### config.mk
export PLATFORM = sky130hd
export DESIGN_NAME = multicycle_ctrl_flat
export DESIGN_NICKNAME = d
export VERILOG_FILES = /design/src/rtl/multicycle_ctrl_if.sv /design/src/rtl/multicycle_ctrl.sv /design/src/flat_wrapper.sv
export SDC_FILE = /design/constraint.sdc
export NUM_CORES = 1
export LEC_CHECK = 0
export CAP_MARGIN = 20
export CORE_MARGIN = 3
export CORE_UTILIZATION = 46
export CTS_BUF_LIST = sky130_fd_sc_hd__clkbuf_2
export DETAILED_ROUTE_END_ITERATION = 10
export PLACE_DENSITY = 0.82
export SLEW_MARGIN = 40
export SYNTH_ARGS = -nofsm -noshare
export SYNTH_HDL_FRONTEND = slang
export SYNTH_SLANG_ARGS = --single-unit
### constraint.sdc
create_clock -name Clk -period 1.9 [get_ports Clk]
set_clock_uncertainty 0.15 [all_clocks]
set_input_delay 0.38 -clock Clk [delete_from_list [all_inputs] [get_ports Clk]]
set_output_delay 0.38 -clock Clk [all_outputs]
set_load 0.1 [all_outputs]
### src/rtl/multicycle_ctrl_if.sv
// Memory handshake between the multi-cycle sequencer and the shared single-port memory.
interface multicycle_ctrl_if;
    logic Mem_req;
    logic Mem_rdy;
    logic Iord;
    logic Wmem;

    modport master (
        output Mem_req,
        output Iord,
        output Wmem,
        input  Mem_rdy
    );

    modport slave (
        input  Mem_req,
        input  Iord,
        input  Wmem,
        output Mem_rdy
    );
endinterface

### src/rtl/multicycle_ctrl.sv
// Multi-cycle control sequencer for the MIPS-subset core: IF/ID/EX/MEM/WB over a shared memory.
// State and instruction class are registered; strobes and steering decode from them combinationally.
module multicycle_ctrl (
    input  logic               Clk,
    input  logic               Reset,
    input  logic [5:0]         Op,
    input  logic [5:0]         Func,
    input  logic               Z,
    multicycle_ctrl_if.master  mem,
    output logic               Irwr,
    output logic               Pcwr,
    output logic [1:0]         Pcsrc,
    output logic               Wreg,
    output logic               Regrt,
    output logic               Se,
    output logic               Aluqb,
    output logic [1:0]         Aluc,
    output logic [1:0]         Reg2reg,
    output logic               Reglui,
    output logic               sRight,
    output logic               sArith,
    output logic               Illegal,
    output logic               Retire,
    output logic [2:0]         State
);

    typedef enum logic [2:0] {
        S_IF  = 3'd0,
        S_ID  = 3'd1,
        S_EX  = 3'd2,
        S_MEM = 3'd3,
        S_WB  = 3'd4
    } state_t;

    typedef enum logic [4:0] {
        C_NONE, C_ADD, C_SUB, C_AND, C_OR, C_SLL, C_SRL, C_SRA,
        C_ADDI, C_ANDI, C_ORI, C_LW, C_SW, C_BEQ, C_BNE, C_LUI, C_J, C_ILL
    } cls_t;

    state_t r_state;
    state_t w_next;
    cls_t   r_cls;
    cls_t   w_dec;
    logic   w_mem_req;
    logic   w_iord;
    logic   w_wmem;

    // Instruction class from the IR fields; only consumed in ID.
    always_comb begin
        w_dec = C_ILL;
        case (Op)
            6'b000000: begin
                case (Func)
                    6'b100000: w_dec = C_ADD;
                    6'b100010: w_dec = C_SUB;
                    6'b100100: w_dec = C_AND;
                    6'b100101: w_dec = C_OR;
                    6'b000000: w_dec = C_SLL;
                    6'b000010: w_dec = C_SRL;
                    6'b000011: w_dec = C_SRA;
                    default:   w_dec = C_ILL;
                endcase
            end
            6'b001000: w_dec = C_ADDI;
            6'b001100: w_dec = C_ANDI;
            6'b001101: w_dec = C_ORI;
            6'b100011: w_dec = C_LW;
            6'b101011: w_dec = C_SW;
            6'b000100: w_dec = C_BEQ;
            6'b000101: w_dec = C_BNE;
            6'b001111: w_dec = C_LUI;
            6'b000010: w_dec = C_J;
            default:   w_dec = C_ILL;
        endcase
    end

    always_ff @(posedge Clk) begin
        if (Reset) begin
            r_state <= S_IF;
            r_cls   <= C_NONE;
        end else begin
            r_state <= w_next;
            if (r_state == S_ID) begin
                r_cls <= w_dec;
            end
        end
    end

    // Next state and strobes; Reset masks every strobe so an aborted instruction writes nothing.
    always_comb begin
        w_next    = S_IF;
        w_mem_req = 1'b0;
        w_iord    = 1'b0;
        w_wmem    = 1'b0;
        Irwr      = 1'b0;
        Pcwr      = 1'b0;
        Pcsrc     = 2'b00;
        Wreg      = 1'b0;
        Illegal   = 1'b0;
        Retire    = 1'b0;
        case (r_state)
            S_IF: begin
                w_mem_req = 1'b1;
                if (mem.Mem_rdy) begin
                    Irwr   = 1'b1;
                    Pcwr   = 1'b1;
                    w_next = S_ID;
                end else begin
                    w_next = S_IF;
                end
            end
            S_ID: begin
                case (w_dec)
                    C_J: begin
                        Pcwr   = 1'b1;
                        Pcsrc  = 2'b11;
                        Retire = 1'b1;
                        w_next = S_IF;
                    end
                    C_LUI:   w_next = S_WB;
                    C_ILL: begin
                        Illegal = 1'b1;
                        w_next  = S_IF;
                    end
                    default: w_next = S_EX;
                endcase
            end
            S_EX: begin
                case (r_cls)
                    C_BEQ, C_BNE: begin
                        Pcwr   = (r_cls == C_BEQ) ? Z : !Z;
                        Pcsrc  = 2'b10;
                        Retire = 1'b1;
                        w_next = S_IF;
                    end
                    C_LW, C_SW: w_next = S_MEM;
                    default:    w_next = S_WB;
                endcase
            end
            S_MEM: begin
                w_mem_req = 1'b1;
                w_iord    = 1'b1;
                w_wmem    = (r_cls == C_SW);
                if (!mem.Mem_rdy) begin
                    w_next = S_MEM;
                end else if (r_cls == C_LW) begin
                    w_next = S_WB;
                end else begin
                    Retire = (r_cls == C_SW);
                    w_next = S_IF;
                end
            end
            S_WB: begin
                Wreg   = 1'b1;
                Retire = 1'b1;
                w_next = S_IF;
            end
            default: w_next = S_IF;
        endcase
        if (Reset) begin
            w_mem_req = 1'b0;
            w_wmem    = 1'b0;
            Irwr      = 1'b0;
            Pcwr      = 1'b0;
            Wreg      = 1'b0;
            Illegal   = 1'b0;
            Retire    = 1'b0;
        end
    end

    // Datapath steering, held from EX through WB and zero while fetching/decoding.
    always_comb begin
        Regrt   = 1'b0;
        Se      = 1'b0;
        Aluqb   = 1'b0;
        Aluc    = 2'b00;
        Reg2reg = 2'b00;
        Reglui  = 1'b0;
        sRight  = 1'b0;
        sArith  = 1'b0;
        if (r_state == S_EX || r_state == S_MEM || r_state == S_WB) begin
            Reg2reg = 2'b01;
            case (r_cls)
                C_ADD:  Aluqb = 1'b1;
                C_SUB:  begin Aluqb = 1'b1; Aluc = 2'b01; end
                C_AND:  begin Aluqb = 1'b1; Aluc = 2'b10; end
                C_OR:   begin Aluqb = 1'b1; Aluc = 2'b11; end
                C_SLL:  Reg2reg = 2'b10;
                C_SRL:  begin Reg2reg = 2'b10; sRight = 1'b1; end
                C_SRA:  begin Reg2reg = 2'b10; sRight = 1'b1; sArith = 1'b1; end
                C_ADDI: begin Regrt = 1'b1; Se = 1'b1; end
                C_ANDI: begin Regrt = 1'b1; Aluc = 2'b10; end
                C_ORI:  begin Regrt = 1'b1; Aluc = 2'b11; end
                C_LW:   begin Regrt = 1'b1; Se = 1'b1; Reg2reg = 2'b00; end
                C_SW:   begin Regrt = 1'b1; Se = 1'b1; end
                C_BEQ, C_BNE: begin
                    Regrt = 1'b1;
                    Se    = 1'b1;
                    Aluqb = 1'b1;
                    Aluc  = 2'b01;
                end
                C_LUI:  begin Regrt = 1'b1; Reglui = 1'b1; end
                default: ;
            endcase
        end
    end

    assign mem.Mem_req = w_mem_req;
    assign mem.Iord    = w_iord;
    assign mem.Wmem    = w_wmem;
    assign State       = r_state;

endmodule
### src/flat_wrapper.sv
// flat-port wrapper written by rule: the top's interface ports become plain ports
module multicycle_ctrl_flat 
  (Clk, Reset, Op, Func, Z, Irwr, Pcwr, Pcsrc, Wreg, Regrt, Se, Aluqb, Aluc, Reg2reg, Reglui, sRight, sArith, Illegal, Retire, State, mem_Mem_req, mem_Iord, mem_Wmem, mem_Mem_rdy);
  multicycle_ctrl_if mem_i ();
  input  logic Clk;
  input  logic Reset;
  input  logic [5:0] Op;
  input  logic [5:0] Func;
  input  logic Z;
  output logic Irwr;
  output logic Pcwr;
  output logic [1:0] Pcsrc;
  output logic Wreg;
  output logic Regrt;
  output logic Se;
  output logic Aluqb;
  output logic [1:0] Aluc;
  output logic [1:0] Reg2reg;
  output logic Reglui;
  output logic sRight;
  output logic sArith;
  output logic Illegal;
  output logic Retire;
  output logic [2:0] State;
  output wire logic [$bits(mem_i.Mem_req)-1:0] mem_Mem_req;
  output wire logic [$bits(mem_i.Iord)-1:0] mem_Iord;
  output wire logic [$bits(mem_i.Wmem)-1:0] mem_Wmem;
  input wire logic [$bits(mem_i.Mem_rdy)-1:0] mem_Mem_rdy;
  assign mem_Mem_req = mem_i.Mem_req;
  assign mem_Iord = mem_i.Iord;
  assign mem_Wmem = mem_i.Wmem;
  assign mem_i.Mem_rdy = mem_Mem_rdy;
  multicycle_ctrl u_core (.Clk(Clk), .Reset(Reset), .Op(Op), .Func(Func), .Z(Z), .mem(mem_i), .Irwr(Irwr), .Pcwr(Pcwr), .Pcsrc(Pcsrc), .Wreg(Wreg), .Regrt(Regrt), .Se(Se), .Aluqb(Aluqb), .Aluc(Aluc), .Reg2reg(Reg2reg), .Reglui(Reglui), .sRight(sRight), .sArith(sArith), .Illegal(Illegal), .Retire(Retire), .State(State));
endmodule
==> results by group, run 1 <==
Die
  – DIE HEIGHT: 54.4 um
  – Initial Utilization: 51.7%
  – FP Rows: 16
  – Die W: 54.4 um
  – Io pins: 39

Synth
  – #FFs+latches synth: 8
  – Combinational family with the most area after synthesis: simple AND/OR/NAND/NOR gates
  – Multiplexer area fraction after synthesis: 3.02%
  – Simple-gate share of the synthesized area: 44.9%
  – Synth Area in Compound Gates: 27.1%
  – YS warnings: 0
  – Post-synthesis xor/xnor area fraction: 2.44%
  – Post-Syn Area: 1080 um2
  – Top FF cell, synth: dfxtp_1
  – Post-synthesis sequential area ratio: 14.9%
  – Yosys cell types: 43
  – Mean Syn Cell Area: 6.23 um2
  – Adder-Cell Fraction of Synth Area: 0%
  – Syn Inst Count: 173
  – Syn nets: 189
  – Share of flip-flops with an asynchronous set or reset: 0%
  – EDFF count, synth: 0

Placement
  – GPL Wtd Cong: 0.870
  – Port-buffer cells: 38

Run status
  – Stopped at: 3_5_place_dp
  – First Error: [ERROR DPL-0038] Utilization greater than 100%, impossible to legalize
  – Status: stopped before the end
## cell usage after synthesis (2+ instances only)
cell / count / area [um2]
a21oi_1: 14 / 70.1
a221oi_1: 2 / 17.5
a31oi_1: 5 / 31.3
and2_1: 4 / 25.0
and3_1: 2 / 12.5
buf_2: 6 / 30.0
clkbuf_1: 6 / 22.5
dfxtp_1: 8 / 160
inv_1: 8 / 30.0
mux2_2: 2 / 22.5
nand2_1: 11 / 41.3
nand2b_1: 7 / 43.8
nand3_1: 7 / 35.0
nand4b_1: 2 / 17.5
nor2_1: 29 / 109
nor2b_1: 6 / 37.5
nor3_1: 10 / 50.1
o21ai_0: 11 / 55.1
o21bai_1: 3 / 22.5
o22a_1: 2 / 17.5
o22ai_1: 2 / 12.5
or2_2: 4 / 25.0
xor2_1: 2 / 17.5
## per-stage QoR
stage	setup TNS, ns	cells	hold WS, ns
after floorplan	-8.32	173	0.339
after global placement	-4.32	273	0.363
## cells by family after synthesis
kind of cell	Yosys count
AND/OR/NAND/NOR	92
multiplexers	3
XOR/XNOR	3
flip-flops	8
AO/OA/AOI/OAI	47
buffers and inverters	20
==> inputs of run 2 (changes only) <==
--- a/config.mk
+++ b/config.mk
@@ -6,11 +6,10 @@
 export NUM_CORES = 1
 export LEC_CHECK = 0
 export CAP_MARGIN = 20
-export CORE_MARGIN = 3
-export CORE_UTILIZATION = 46
-export CTS_BUF_LIST = sky130_fd_sc_hd__clkbuf_2
+export CORE_AREA = 3 3 64 66
 export DETAILED_ROUTE_END_ITERATION = 10
-export PLACE_DENSITY = 0.82
+export DIE_AREA = 0 0 67 69
+export PLACE_DENSITY_LB_ADDON = 0.15
 export SLEW_MARGIN = 40
 export SYNTH_ARGS = -nofsm -noshare
 export SYNTH_HDL_FRONTEND = slang
==> run 2 against run 1 <==
The flow now finishes, with violations (setup timing); synthesized area unchanged; synthesized cell count stayed put.
==> results by group, run 2 <==
Final layout
  – Layout area overhead: 155%
  – Top reg by flops: u_core.r_cls
  – Final-stage net count: 293
  – Final std cells w/o fill: 324
  – Post-layout util: 75.5%
  – Most frequent cells in the layout: 59 x buf_4, 23 x buf_12, 13 x nor2_4, 13 x buf_6, 10 x nor2_1
  – Most common cell after layout, fill and taps aside: buf_4
  – Max FFs per register: 5
  – N_diodes: 0
  – Fraction of layout cells with a size suffix above 1: 66.3%
  – FILL cells: 256

Synth
  – #FFs+latches synth: 8 (unchanged)
  – Top-area cell type share of the netlist area: 14.9% (unchanged)
  – Top FF cell, synth: dfxtp_1 (unchanged)
  – Yosys cell types: 43 (unchanged)
  – Syn Inst Count: 173 (unchanged)
  – Mean Syn Cell Area: 6.23 um2 (unchanged)
  – YS warnings: 0 (unchanged)
  – Syn nets: 189 (unchanged)
  – Share of flip-flops with an asynchronous set or reset: 0% (unchanged)
  – Most common cell in the netlist: nor2_1 (unchanged)
  – Post-Syn Area: 1080 um2 (unchanged)
  – Synth area leader: dfxtp_1 (unchanged)
  – Synth area leaders: dfxtp_1 15%, nor2_1 10%, a21oi_1 6.5% (unchanged)
  – Top cells by count, synth: 29 x nor2_1, 14 x a21oi_1, 11 x nand2_1, 11 x o21ai_0, 10 x nor3_1 (unchanged)
  – EDFF count, synth: 0 (unchanged)
  – Post-synthesis sequential area ratio: 14.9% (unchanged)

Clock tree
  – H-Tree Depth: 1
  – CTS Buf Count: 3
  – Clock Latency Late Sink: 0.24 ns
  – CTS Sinks: 8
  – CTS Root Cell: clkbuf_8
  – Clock buffer depth: 2
  – Hold-fix buffers, CTS: 0
  – Reg clk slew, reported paths: 0.05 ns
  – CTS tree: done

Run status
  – Failing checks: setup timing
  – Status: finished, violations left (was stopped before the end)

Detailed routing
  – Drt pass-1 iters: 4
  – Via/cell ratio: 5.23
  – Starting DRT DRC Count: 47
  – Post-Route WL: 5.13 mm
  – DR WL/cell: 15.8 um
  – DRC viols: 0
  – DR vias: 1695
  – DRT antenna net count: 0

Placement
  – Final HPWL DP: 3.22 mm
  – Port-buffer cells: 38 (unchanged)
  – Placed insts: 296
  – GPL Wtd Cong: 0.902 (was 0.870)

Die
  – Die W: 67 um (was 54.4 um)
  – Core Area: 3630 um2
  – FP Rows: 22 (was 16)
  – Io pins: 39 (unchanged)
  – Die area: 4620 um2
  – Initial Utilization: 29.6% (was 51.7%)
  – DIE HEIGHT: 69 um (was 54.4 um)

GRT
  – Total track usage: 21.0%
  – Congestion Overflow GR: 0
  – Pin count of the biggest net entering global routing: 11
  – Initial antenna violation count: 0
  – Vias in the first global route: 1701
  – First-pass GRT wire length: 7.80 mm

Job
  – Max-cap violations: 0

Critical path
  – CP required: 1.37 ns
  – CP Max Fanout: 3
  – Worst path bufs/invs: 1
  – CP Capture Point: sRight
  – Worst path max stage delay: 0.43 ns
  – Reg2Reg Capture Point: u_core.r_cls[4]$_SDFFE_PP0P_
  – Reg2Reg Setup Slack: 0.09 ns
  – Worst setup startpoint: u_core.State[2]$_SDFF_PP0_
  – Worst path cell trace: and2b_2, a21oi_2, or2_4, or3b_4, nor2_4, buf_12
  – WP depth: 6
  – Slowest cell on the critical path: or3b_4
  – Reg2Reg Launch Point: u_core.State[1]$_SDFF_PP0_
  – R2R cell count: 8
  – Critical path class: reg -> out
  – Delay-heaviest family, CP: simple AND/OR/NAND/NOR gates
  – CP Capture Type: output port
  – Startpoint Class: register
  – Crit path DAT: 1.84 ns

STA
  – Worst-Margin Slew: 0.276 ns
  – Final hold vios: 0
  – Max Slew Vio Count: 0
  – Final setup margin: -0.467 ns
  – Fmax: 422 MHz
  – Setup repair after global routing missed its margin: true
  – Final Cycle Share: 125%
  – Slew HR: 81.6%
  – Setup violators final: 17
  – Min cycle time layout: 2.37 ns

Min path
  – Worst Hold Class: reg -> reg

Power and ir drop
  – Pleak: 1.14 nW
  – Peak supply drop: 0.249 mV
  – Pwr Density: 326 nW/um2
-- run 2: cell counts after synthesis --
No cell type changed its count.
-- run 2: worst min-delay path by stage --
stage               cells after the start                           end                          from  slack, ns
floorplan                               2  u_core.r_cls[4]$_SDFFE_PP0P_  u_core.r_cls[4]$_SDFFE_PP0P_       0.34
global placement                        2  u_core.r_cls[4]$_SDFFE_PP0P_  u_core.r_cls[4]$_SDFFE_PP0P_       0.38
detailed placement                      2  u_core.r_cls[4]$_SDFFE_PP0P_  u_core.r_cls[4]$_SDFFE_PP0P_       0.37
CTS                                     2  u_core.r_cls[4]$_SDFFE_PP0P_  u_core.r_cls[4]$_SDFFE_PP0P_       0.41
global route                            2  u_core.r_cls[4]$_SDFFE_PP0P_  u_core.r_cls[4]$_SDFFE_PP0P_       0.42
finish                                  2  u_core.r_cls[0]$_SDFFE_PP0P_  u_core.r_cls[0]$_SDFFE_PP0P_       0.43
-- run 2: layout make-up --
type / count / area, um2 / share of cell area, %
multi-input combinational: 145 / 1220 / 44.3
timing repair buffer: 111 / 1210 / 44.0
sequential: 8 / 183 / 6.66
tap: 48 / 60.1 / 2.19
clock buffer: 4 / 45.0 / 1.64
inverter: 8 / 33.8 / 1.23
-- run 2: cells by family after synthesis --
kind of cell,Yosys count,synth area share [%]
mux,3,3.02
buf+inv,20,7.67
xor+xnor,3,2.44
simple gates,92,44.9
compound gates,47,27.1
flops,8,14.9
-- run 2: metrics by stage --
step	hold slack (ns)	setup TNS, ns	power (W)	worst slack (ns)	instance area, um2
3_5_place_dp	0.373	-5.38	0.000561	-0.713	2230
6_report	0.434	-4.24	0.000894	-0.467	2740
4_1_cts	0.407	-4.63	0.000837	-0.458	2570
3_3_place_gp	0.375	-4.58	0.000553	-0.661	2230
5_1_grt	0.424	-5.09	0.000929	-0.511	2740
2_1_floorplan	0.339	-8.32	0.000401	-0.712	1270
-- run 2: report_power, final --
part | total (W) | switching [W] | leakage (nW) | internal (W)
logic | 0.000482 | 0.000252 | 1.04 | 0.000230
registers | 0.000190 | 0.0000165 | 0.0697 | 0.000173
clock network | 0.000222 | 0.0000758 | 0.0228 | 0.000146
-- run 2: timing repair --
action	4_1_cts	5_1_grt
setup buffers	18	14
pin swaps	24	23
gates resized for setup	69	45
setup endpoints to repair	20	23
endpoints found under the hold margin	0	0
-- run 2: worst min-delay path: stages (launching register included) --
cell and delay [ns]:
dfxtp_4 0.36, nor2_1 0.13, nor3_1 0.05
-- run 2: metal layers --
metal	global-route usage, %	wire, um	up-vias	part of all wire, %
met2	37.4	2860	51	56
met4	8.56	177	0	3.5
met5	0	0	-	0
li1	-	-	822	-
met3	2.28	191	16	3.7
met1	24.5	1900	806	37
Power figures use the tool's default switching activity.
==> inputs of run 3 (changes only) <==
--- a/config.mk
+++ b/config.mk
@@ -9,6 +9,7 @@
 export CORE_AREA = 3 3 64 66
 export DETAILED_ROUTE_END_ITERATION = 10
 export DIE_AREA = 0 0 67 69
+export GPL_TIMING_DRIVEN = 0
 export PLACE_DENSITY_LB_ADDON = 0.15
 export SLEW_MARGIN = 40
 export SYNTH_ARGS = -nofsm -noshare
==> run 3 against run 2 <==
Non-clock buffer count fell by 38; cell area fell by 15%; largest cell class unchanged; clock power barely moved; sequential power barely moved; sequential share of layout area rose by 1.0 points; global-route usage fell by 2.9 points; worst setup slack got worse by 0.032 ns; core utilization fell by 11 points; flip-flop and latch count did not move; wire length fell by 18%; worst hold slack got worse by 0.017 ns; the run still ends with setup timing left; critical path depth did not move.
==> results by group, run 3 (synthesis results as in run 2) <==
Run status
  – Status: finished, violations left (unchanged)
  – Failing checks: setup timing (unchanged)

Die
  – Core Area: 3630 um2 (unchanged)
  – Io pins: 39 (unchanged)
  – Initial Utilization: 29.6% (unchanged)
  – FP Rows: 22 (unchanged)
  – DIE HEIGHT: 69 um (unchanged)
  – Die W: 67 um (unchanged)
  – Die area: 4620 um2 (unchanged)

Final layout
  – Top reg by flops: u_core.r_cls (unchanged)
  – Fraction of layout cells with a size suffix above 1: 55.5% (was 66.3%)
  – Final std cells w/o fill: 286 (was 324)
  – Most common cell after layout, fill and taps aside: buf_4 (unchanged)
  – Layout area overhead: 117% (was 155%)
  – FILL cells: 290 (was 256)
  – Max FFs per register: 5 (unchanged)
  – Final-stage net count: 255 (was 293)
  – N_diodes: 0 (unchanged)
  – Most frequent cells in the layout: 21 x buf_4, 18 x buf_12, 13 x buf_6, 13 x nor2_1, 13 x nor2_4 (was 59 x buf_4, 23 x buf_12, 13 x nor2_4, 13 x buf_6, 10 x nor2_1)

Critical path
  – CP required: 1.37 ns (about the same)
  – Critical path class: reg -> out (unchanged)
  – Reg2Reg Launch Point: u_core.State[0]$_SDFF_PP0_ (was u_core.State[1]$_SDFF_PP0_)
  – Crit path DAT: 1.87 ns (was 1.84 ns)
  – Startpoint Class: register (unchanged)
  – CP Max Fanout: 4 (was 3)
  – CP Capture Type: output port (unchanged)
  – Reg2Reg Capture Point: u_core.r_cls[2]$_SDFFE_PP0P_ (was u_core.r_cls[4]$_SDFFE_PP0P_)
  – R2R cell count: 6 (was 8)
  – Reg2Reg Setup Slack: 0.18 ns (was 0.09 ns)

GRT
  – Congestion Overflow GR: 0 (unchanged)
  – Initial antenna violation count: 0 (unchanged)
  – First-pass GRT wire length: 6.60 mm (was 7.80 mm)
  – Pin count of the biggest net entering global routing: 11 (unchanged)
  – Total track usage: 18.1% (was 21.0%)
  – Vias in the first global route: 1393 (was 1701)

Min path
  – Hold_sp: u_core.r_cls[4]$_SDFFE_PP0P_ (was u_core.r_cls[0]$_SDFFE_PP0P_)
  – Hold Path End: u_core.r_cls[4]$_SDFFE_PP0P_ (was u_core.r_cls[0]$_SDFFE_PP0P_)
  – Hold depth: 2 (unchanged)
  – Worst Hold Class: reg -> reg (unchanged)

STA
  – Slew HR: 62.8% (was 81.6%)
  – Final hold vios: 0 (unchanged)
  – Worst hold slack: 0.417 ns (was 0.434 ns)
  – Max Slew Vio Count: 0 (unchanged)
  – Worst-Margin Slew: 0.554 ns (was 0.276 ns)
  – Min cycle time layout: 2.40 ns (was 2.37 ns)
  – Setup violators final: 17 (unchanged)
  – Setup repair after global routing missed its margin: true (unchanged)
  – Final Cycle Share: 126% (was 125%)
  – Fmax: 417 MHz (was 422 MHz)
  – Final setup margin: -0.499 ns (was -0.467 ns)

Detailed routing
  – Drt pass-1 iters: 4 (unchanged)
  – Starting DRT DRC Count: 108 (was 47)
  – DRT antenna net count: 0 (unchanged)
  – Via/cell ratio: 5.22 (was 5.23)
  – DR WL/cell: 14.7 um (was 15.8 um)
  – DR vias: 1492 (was 1695)
  – DRC viols: 0 (unchanged)
  – Post-Route WL: 4.19 mm (was 5.13 mm)

Power and ir drop
  – Pwr Density: 346 nW/um2 (was 326 nW/um2)
  – Peak supply drop: 0.213 mV (was 0.249 mV)
  – Pleak: 0.898 nW (was 1.14 nW)

Clock tree
  – CTS Buf Count: 3 (unchanged)
  – CTS Root Cell: clkbuf_8 (unchanged)
  – H-Tree Depth: 1 (unchanged)
  – Reg clk slew, reported paths: 0.05 ns (about the same)
  – CTS tree: done (unchanged)
  – Hold-fix buffers, CTS: 0 (unchanged)
  – Clock Latency Late Sink: 0.23 ns (was 0.24 ns)
  – Clock buffer depth: 2 (unchanged)
  – CTS Sinks: 8 (unchanged)

Placement
  – GPL Wtd Cong: 0.816 (was 0.902)
  – Final HPWL DP: 2.67 mm (was 3.22 mm)
  – Placed insts: 256 (was 296)
  – Port-buffer cells: 35 (was 38)

Job
  – Max-cap violations: 0 (unchanged)
==> run 3: changes by cell type in the layout (fill, tap and decap cells not counted), sizes merged <==
cell / before / now
dlymetal6s2s: 5 / 0
clkdlybuf4s50: 2 / 3
inv: 7 / 6
dlygate4sd2: 1 / 5
clkinvlp: 1 / 2
buf: 98 / 61
clkbuf: 9 / 8
==> run 3: power by group <==
group	total, W	leakage, nW	internal (W)	switching, W
clock	0.000224	0.0228	0.000146	0.0000776
combinational	0.000399	0.805	0.000176	0.000222
sequential	0.000188	0.0695	0.000174	0.0000144
total	0.000811	0.898	0.000496	0.000314
==> run 3: metal layers <==
layer | global-route usage, % | share of wire, % | vias up
met4 | 5.63 | 2.2 | 0
li1 | - | - | 742
met1 | 22.5 | 39 | 700
met3 | 2.77 | 3.2 | 11
met2 | 31.2 | 55 | 39
met5 | 0 | 0 | -
==> run 3: cell type report <==
class                      count  area [um2]  share of cell area (%)
clock buffer                   4        45.0                    1.92
inverter                       8        37.5                    1.60
multi-input combinational    145        1160                    49.4
tap                           48        60.1                    2.57
buffer                        10         119                    5.08
sequential                     8         180                    7.70
timing repair buffer          63         742                    31.7
==> run 3: critical path, cell delays in order, from the launching register on <==
cell	delay, ns
dfxtp_4	0.35
and2b_2	0.25
a21oi_4	0.04
or2_4	0.23
or3b_4	0.45
nor2_4	0.12
buf_12	0.18
==> run 3: repair_timing <==
action	CTS	global route
setup endpoints to repair	25	19
pin swaps	19	22
buffers inserted	21	11
endpoints found under the hold margin	0	0
resized for setup	138	29
gates cloned	0	0
==> run 3: how the worst max path moves through the flow <==
stage,startpoint,to,slack (ns),depth (start not counted)
2_1_floorplan,u_core.State[1]$_SDFF_PP0_,Reg2reg[1],-0.71,5
3_3_place_gp,Op[2],Illegal,-1.70,8
3_5_place_dp,Op[2],Illegal,-1.01,8
4_1_cts,u_core.State[1]$_SDFF_PP0_,sRight,-0.50,6
5_1_grt,u_core.State[2]$_SDFF_PP0_,Retire,-0.56,8
6_report,u_core.State[2]$_SDFF_PP0_,sRight,-0.50,6
==> run 3: metrics by stage <==
stage                     utilization (%)  area, um2  setup WS, ns  setup TNS, ns  total power (W)
after floorplan                         -       1270        -0.712          -8.32         0.000401
after global placement               46.3       1680         -1.70         -25.01         0.000476
after detailed placement             43.2       1570         -1.01         -11.16         0.000474
after CTS                            60.7       2200        -0.498          -5.22         0.000775
after global routing                 64.4       2340        -0.560          -6.58         0.000854
final                                64.4       2340        -0.499          -5.65         0.000811
==> inputs of run 4 (changes only) <==
--- a/config.mk
+++ b/config.mk
@@ -5,6 +5,7 @@
 export SDC_FILE = /design/constraint.sdc
 export NUM_CORES = 1
 export LEC_CHECK = 0
+export ABC_AREA = 1
 export CAP_MARGIN = 20
 export CORE_AREA = 3 3 64 66
 export DETAILED_ROUTE_END_ITERATION = 10
==> run 4 against run 3 <==
The run still ends with setup timing left; cell area increased by 11%; clock-buffer cell count unchanged; sequential share of layout area decreased by 0.47 points; via count increased by 7.7%; synthesized cell count increased by 6.4%; combinational power increased by 8.8%; wire length increased by 10%; critical path type unchanged; critical endpoint is now Pcwr; largest cell class unchanged.
==> results by group, run 4 <==
Final layout
  – Final std cells w/o fill: 320 (was 286)
  – Final-stage net count: 289 (was 255)
  – Top reg by flops: u_core.r_cls (unchanged)
  – Most frequent cells in the layout: 36 x buf_4, 21 x nor2_4, 18 x buf_12 (was 21 x buf_4, 18 x buf_12, 13 x buf_6, 13 x nor2_1, 13 x nor2_4)
  – Most common cell after layout, fill and taps aside: buf_4 (unchanged)
  – Fraction of layout cells with a size suffix above 1: 72.4% (was 55.5%)
  – Layout area overhead: 158% (was 117%)
  – N_diodes: 0 (unchanged)
  – Max FFs per register: 5 (unchanged)

STA
  – Final setup margin: -0.284 ns (was -0.499 ns)
  – Min cycle time layout: 2.18 ns (was 2.40 ns)
  – Worst-Margin Slew: 0.485 ns (was 0.554 ns)
  – Fmax: 458 MHz (was 417 MHz)
  – Setup repair after global routing missed its margin: true (unchanged)
  – Max Slew Vio Count: 0 (unchanged)
  – Setup violators final: 16 (was 17)
  – Slew HR: 67.9% (was 62.8%)
  – Final hold vios: 0 (unchanged)
  – TNS Setup: -2.49 ns (was -5.65 ns)
  – Final Cycle Share: 115% (was 126%)

GRT
  – Total track usage: 17.0% (was 18.1%)
  – Vias in the first global route: 1482 (was 1393)
  – Initial antenna violation count: 0 (unchanged)
  – Pin count of the biggest net entering global routing: 9 (was 11)
  – Congestion Overflow GR: 0 (unchanged)
  – First-pass GRT wire length: 6.31 mm (was 6.60 mm)

Run status
  – Failing checks: setup timing (unchanged)
  – Status: finished, violations left (unchanged)

Power and ir drop
  – Switching Share: 41.0% (was 38.8%)
  – Peak supply drop: 0.158 mV (was 0.213 mV)
  – Pwr Density: 325 nW/um2 (was 346 nW/um2)
  – Gate power share: 51.3% (was 49.2%)
  – Tot Pwr: 0.000846 W (was 0.000811 W)
  – Sequential share of power: 22.8% (was 23.2%)
  – Clk pwr share: 25.9% (was 27.6%)
  – Pleak: 1.18 nW (was 0.898 nW)
  – Internal power: 0.000499 W (was 0.000496 W)
  – Sw Pwr: 0.000346 W (was 0.000314 W)

Critical path
  – Crit path DAT: 1.65 ns (was 1.87 ns)
  – Reg2Reg Launch Point: u_core.State[1]$_SDFF_PP0_ (was u_core.State[0]$_SDFF_PP0_)
  – CP Max Fanout: 3 (was 4)
  – CP required: 1.37 ns (about the same)
  – Critical path class: reg -> out (unchanged)
  – Startpoint Class: register (unchanged)
  – Reg2Reg Setup Slack: 0.27 ns (was 0.18 ns)
  – R2R cell count: 8 (was 6)
  – CP Capture Type: output port (unchanged)
  – Reg2Reg Capture Point: u_core.State[1]$_SDFF_PP0_ (was u_core.r_cls[2]$_SDFFE_PP0P_)

Die
  – Die W: 67 um (unchanged)
  – Core Area: 3630 um2 (unchanged)
  – Io pins: 39 (unchanged)
  – DIE HEIGHT: 69 um (unchanged)
  – Die area: 4620 um2 (unchanged)
  – FP Rows: 22 (unchanged)
  – Initial Utilization: 27.8% (was 29.6%)

Synth
  – Synth area leader: dfxtp_1 (unchanged)
  – Syn Inst Count: 184 (was 173)
  – Top FF cell, synth: dfxtp_1 (unchanged)
  – Post-Syn Area: 1010 um2 (was 1080 um2)
  – Yosys cell types: 26 (was 43)
  – Share of flip-flops with an asynchronous set or reset: 0% (unchanged)
  – EDFF count, synth: 0 (unchanged)
  – #FFs+latches synth: 8 (unchanged)
  – Syn nets: 200 (was 189)
  – Synth area leaders: dfxtp_1 16%, nand3_1 11%, inv_1 11% (was dfxtp_1 15%, nor2_1 10%, a21oi_1 6.5%)
  – Top cells by count, synth: 29 x inv_1, 29 x nor2_1, 27 x nand2_1 (was 29 x nor2_1, 14 x a21oi_1, 11 x nand2_1, 11 x o21ai_0, 10 x nor3_1)
  – Mean Syn Cell Area: 5.48 um2 (was 6.23 um2)
  – Post-synthesis sequential area ratio: 15.9% (was 14.9%)
  – YS warnings: 0 (unchanged)
  – Top-area cell type share of the netlist area: 15.9% (was 14.9%)

Placement
  – Placed insts: 270 (was 256)
  – Port-buffer cells: 38 (was 35)
  – Pre-CTS WS: -0.963 ns (was -1.01 ns)
  – GPL Wtd Cong: 0.800 (was 0.816)
  – Final HPWL DP: 2.31 mm (was 2.67 mm)

Clock tree
  – CTS Root Cell: clkbuf_8 (unchanged)
  – H-Tree Depth: 1 (unchanged)
  – CTS Buf Count: 3 (unchanged)
  – CTS tree: done (unchanged)
  – Reg clk slew, reported paths: 0.04 ns (was 0.05 ns)
  – Clock Latency Late Sink: 0.23 ns (about the same)
  – Clock buffer depth: 2 (unchanged)
  – Hold-fix buffers, CTS: 0 (unchanged)
  – CTS Sinks: 8 (unchanged)

Job
  – Max-cap violations: 0 (unchanged)

Detailed routing
  – Starting DRT DRC Count: 90 (was 108)
  – DRC viols: 0 (unchanged)
  – Drt pass-1 iters: 4 (unchanged)
  – DR vias: 1607 (was 1492)
  – DR WL/cell: 14.4 um (was 14.7 um)
  – Post-Route WL: 4.62 mm (was 4.19 mm)
  – DRT antenna net count: 0 (unchanged)
  – Via/cell ratio: 5.02 (was 5.22)

Min path
  – Hold Path End: u_core.r_cls[0]$_SDFFE_PP0P_ (was u_core.r_cls[4]$_SDFFE_PP0P_)
  – Hold_sp: u_core.r_cls[0]$_SDFFE_PP0P_ (was u_core.r_cls[4]$_SDFFE_PP0P_)
  – Worst Hold Class: reg -> reg (unchanged)
  – Hold depth: 2 (unchanged)
run 4: final cells by class:
| class | instances | area (um2) |
|---|---|---|
| Buffer | 1 | 13.8 |
| Tap cell | 48 | 60.1 |
| Inverter | 41 | 180 |
| Multi-Input combinational cell | 135 | 1210 |
| Clock buffer | 4 | 45.0 |
| Fill cell | 252 | 1030 |
| Timing Repair Buffer | 83 | 902 |
| Sequential cell | 8 | 188 |
run 4: metrics by stage:
| step | hold slack (ns) | instance area [um2] | utilization (%) |
|---|---|---|---|
| after global routing | 0.499 | 2600 | 71.5 |
| after floorplan | 0.400 | 1210 | - |
| after CTS | 0.421 | 2350 | 64.6 |
| final | 0.449 | 2600 | 71.5 |
| after global placement | 0.451 | 1650 | 45.4 |
| after detailed placement | 0.452 | 1540 | 42.3 |
run 4: worst max-delay path by stage:
stage,startpoint,slack [ns],endpoint,depth (start not counted)
floorplan,u_core.State[0]$_SDFF_PP0_,-0.63,sArith,5
global placement,Op[2],-1.67,Pcwr,9
detailed placement,Op[2],-0.96,Pcwr,9
CTS,u_core.r_cls[0]$_SDFFE_PP0P_,-0.26,Pcwr,8
global route,u_core.r_cls[4]$_SDFFE_PP0P_,-0.35,Pcwr,9
finish,u_core.r_cls[4]$_SDFFE_PP0P_,-0.28,Pcwr,9
run 4: worst max-delay path: stages, from the launching register on:
cell	delay [ns]
dfxtp_2	0.33
inv_4	0.08
buf_12	0.10
nand3_4	0.06
o21ai_4	0.22
nand2_4	0.10
o21ai_2	0.15
o21ai_2	0.09
clkinvlp_4	0.11
buf_12	0.17
run 4: power by group through the flow:
stage | Sequential, W | Combinational [W] | Clock [W]
after CTS | 0.000195 | 0.000372 | 0.000221
after floorplan | 0.000204 | 0.000175 | 0
after global routing | 0.000194 | 0.000458 | 0.000234
final | 0.000193 | 0.000434 | 0.000219
after detailed placement | 0.000193 | 0.000256 | 0
after global placement | 0.000193 | 0.000265 | 0
run 4: layer usage:
metal	part of all wire (%)	global-route usage, %	vias up	routed length (um)
li1	-	-	769	-
met1	36	18.4	756	1660
met2	54	31.4	63	2500
met3	4.6	1.63	19	211
met4	5.4	8.33	0	250
met5	0	0	-	0
run 4: kinds of logic after synthesis:
| group | count (synthesis) | share of synthesized area [%] |
|---|---|---|
| AND/OR/NAND/NOR | 106 | 51.9 |
| flip-flops | 8 | 15.9 |
| buffers and inverters | 42 | 15.6 |
| XOR/XNOR | 1 | 0.869 |
| AO/OA/AOI/OAI | 27 | 15.8 |
run 4: what timing repair did:
item	CTS	global route
pin swaps	39	28
cloned	1	0
setup endpoints to repair	20	23
buffers inserted	43	7
resized for setup	176	56
